--- src/rtl/exp_fifo.sv ---
// Expected-sample FIFO; head is visible combinationally so a pop can compare in the same cycle.
module exp_fifo #(
    parameter int DATA_W = 14,
    parameter int DEPTH  = 8
) (
    input  logic              gclk,
    input  logic              grst_n,
    input  logic              push,
    input  logic              pop,
    input  logic [DATA_W-1:0] din,
    output logic [DATA_W-1:0] head,
    output logic              full,
    output logic              empty
);
    localparam int AW = $clog2(DEPTH);

    logic [DATA_W-1:0] mem [DEPTH];
    logic [AW:0]       wr_ptr, rd_ptr;

    // Extra pointer MSB separates full from empty when the indices coincide.
    assign empty = (wr_ptr == rd_ptr);
    assign full  = (wr_ptr[AW] != rd_ptr[AW]) && (wr_ptr[AW-1:0] == rd_ptr[AW-1:0]);
    assign head  = mem[rd_ptr[AW-1:0]];

    always_ff @(posedge gclk) begin
        if (!grst_n) begin
            wr_ptr <= '0;
            rd_ptr <= '0;
        end else begin
            if (push) wr_ptr <= wr_ptr + 1'b1;
            if (pop)  rd_ptr <= rd_ptr + 1'b1;
        end
    end

    always_ff @(posedge gclk) begin
        if (push) mem[wr_ptr[AW-1:0]] <= din;
    end
endmodule

--- config.mk ---
export PLATFORM = sky130hd
export DESIGN_NAME = exp_fifo
export DESIGN_NICKNAME = d
export VERILOG_FILES = /design/src/rtl/exp_fifo.sv
export SDC_FILE = /design/constraint.sdc
export NUM_CORES = 1
export LEC_CHECK = 0
export ABC_AREA = 0
export CAP_MARGIN = 20
export CORE_MARGIN = 3
export CORE_UTILIZATION = 35
export DETAILED_ROUTE_END_ITERATION = 7
export PLACE_DENSITY = 0.57
export SYNTH_ARGS = -nofsm -noshare
export SYNTH_HDL_FRONTEND = slang
export SYNTH_SLANG_ARGS = --single-unit
--- constraint.sdc ---
create_clock -name gclk -period 2.2 [get_ports gclk]
set_clock_uncertainty 0.15 [all_clocks]
set_input_delay 0.55 -clock gclk [delete_from_list [all_inputs] [get_ports gclk]]
set_output_delay 0.55 -clock gclk [all_outputs]
set_load 0.01 [all_outputs]
==> results.json <==
{
  "arrival_ps": 2000,
  "cts_hold_buf": 0,
  "grt_pass1_vias": 2449,
  "io_pins": 34,
  "final_area_mm2": 0.00620,
  "hold_class": "register to register",
  "cts_buffers": 17,
  "syn_inst": 217,
  "mostFrequentLayoutCells": "edfxtp_1 (112), mux4_2 (26), clkbuf_16 (17), clkdlybuf4s50_1 (17), buf_6 (16)",
  "ant_nets": 0,
  "final_common_cell": "edfxtp_1",
  "crit_family": "multiplexers",
  "ys_ff_latch": 123,
  "antenna_found_initial": 0,
  "place_ws_ps": -452,
  "critical_path_required_ps": 1500,
  "p_leak_nw": 2.09,
  "drt_first_pass_iters": 5,
  "fin_nets": 308,
  "cap_violations": 0,
  "crit_top_cell": "buf_6",
  "path_buf_inv": 3,
  "multiInputGateArea_mm2": 0.00114,
  "rsz0062_at_grt": "true",
  "cellPowerDensity_mw_per_mm2": 928,
  "diodes": 0,
  "postSynthAreaPerCell_um2": 22.1,
  "drcViolationCount": 0,
  "cts_tree": "built",
  "syn_area_mm2": 0.00480,
  "total_power_mw": 5.76,
  "grt_pass1_wl_um": 14400,
  "synthTopCellsByArea": "edfxtp_1 (70%), mux4_1 (14%), dfxtp_1 (4.6%)",
  "slowest_stage": "mux4_2",
  "crit_fanout": 6,
  "violations": "negative setup slack",
  "ys_seq_area_frac": 0.746,
  "tns_ps": -6270,
  "layout_setup_ws_ps": -498,
  "die_height_um": 123,
  "crit_path_end_kind": "primary output",
  "clk_latency_ps": 400,
  "drt_iter0_drc": 206,
  "synth-async-reset-ratio": 0,
  "crit_path_start_kind": "register",
  "htreeDepth": 4,
  "drive_gt1_frac": 0.383,
  "fp-row-count": 42,
  "regArea_mm2": 0.00359,
  "ir_drop_v": 0.000556,
  "setup_viol": 14,
  "crit_type": "register to primary output",
  "place_area_mm2": 0.00559,
  "hold-worst-slack_ps": 388,
  "post_drt_wl_per_cell_um": 19.1,
  "cts.clk_slew.worst_paths_ps": 50,
  "layout_min_cycle_time_ps": 2700,
  "totalWireLength_um": 9100,
  "core-area_mm2": 0.0133,
  "start_util": 0.360,
  "grt_overflow": 0,
  "place.gp.congestion": 0.686,
  "cts_sinks": 123,
  "grtUsageTotal": 0.136,
  "status": "finished with violations",
  "crit_path_max_incr_delay_ps": 480,
  "die-area_mm2": 0.0152,
  "fmax_mhz": 371,
  "via_per_inst": 4.74,
  "fillers": 1164,
  "synth_cell_type_count": 24,
  "synth_largest_area_cell": "edfxtp_1",
  "post-route-period-util": 1.23,
  "synth_fp_nets": 237,
  "path_cells": "buf_12 -> buf_6 -> mux4_2 -> mux2_4 -> buf_6",
  "yosysWarnings": 0,
  "synthFlopType": "edfxtp_1",
  "hpwl_um": 5140,
  "die_x_um": 123,
  "synth_top_cell_area_share": 0.700,
  "area_growth_syn_to_layout_pct": 29.1,
  "hold_violations": 0,
  "tightest_slew_ps": 283,
  "numPortBuffers": 33,
  "relSlewSlack": 0.810,
  "clock_path_buffers": 2,
  "grt_max_degree": 23,
  "routed-via-count": 2258,
  "cts-root-buf": "clkbuf_16",
  "slew_violations": 0,
  "synth_edf_count": 112
}
[layout make-up]
class                      count  area share
clock inverter                12      0.0171
clock buffer                  19      0.0698
tap                          176      0.0355
multi-input combinational     85       0.184
sequential                   123       0.579
timing repair buffer          61       0.115
[final timing paths]
kind | from | endpoint | slack, ps | cells past startpoint
min | wr_ptr[3] | wr_ptr[3] | 390 | 2
min reg2reg | wr_ptr[3] | wr_ptr[3] | 390 | 2
max reg2reg | wr_ptr[1] | mem[0][11] | 680 | 3
max | register | head[3] | -500 | 5
[stage by stage]
stage,cells,utilization
floorplan,217,-
global placement,440,0.419
detailed placement,440,0.419
CTS,478,0.470
global route,476,0.465
finish,476,0.465
[layer usage]
metal | track usage | part of all wire | vias up
met5 | 0 | 0 | -
met3 | 0.0425 | 0.044 | 11
met4 | 0.0602 | 0.012 | 0
met1 | 0.179 | 0.46 | 1163
li1 | - | - | 1028
met2 | 0.208 | 0.48 | 56
[worst register-to-register path, cell delays in order, from the launching register on]
cell and delay [ps]:
dfxtp_2 340, nand2b_1 210, nor3_2 250, buf_4 260
[state kept, by name, summed over array words and instances (netlist names), named ones only]
| register | flops |
|---|---|
| mem | 112 |
| rd_ptr | 4 |
| wr_ptr | 4 |
[kinds of logic (layout without fill, tap and decap cells)]
logic type	count (synthesis)	in the layout	synth area share
flip-flops	123	123	0.746
multiplexers	44	44	0.188
AND/OR/NAND/NOR	28	28	0.0300
XOR/XNOR	9	9	0.0164
buffers and inverters	9	92	0.0122
adder cells (fa/ha/maj)	2	2	0.00521
AO/OA/AOI/OAI	2	2	0.00260
[synth_stat cells, types with 2 or more instances]
library cell,instances
edfxtp_1,112
nand2_1,4
xor2_1,2
nor3_1,2
mux4_2,3
nand2b_1,3
and2_1,6
ha_1,2
clkbuf_1,3
buf_6,3
dfxtp_1,11
mux4_1,25
xnor2_1,7
nor2_1,7
mux2i_1,2
buf_2,2
mux2_2,14
nor2b_1,3
[power breakdown]
| group | internal (mW) | switching, mW |
|---|---|---|
| Combinational | 0.349 | 0.233 |
| Sequential | 2.62 | 0.0303 |
| Clock | 1.63 | 0.900 |
[repair_timing]
| item | 4_1_cts | 5_1_grt |
|---|---|---|
| endpoints found under the setup margin | 16 | 16 |
| buffers inserted | 4 | 0 |
| gates cloned | 3 | 0 |
| resized for setup | 114 | 10 |
Note: power is estimated with default switching activity, not from simulation.
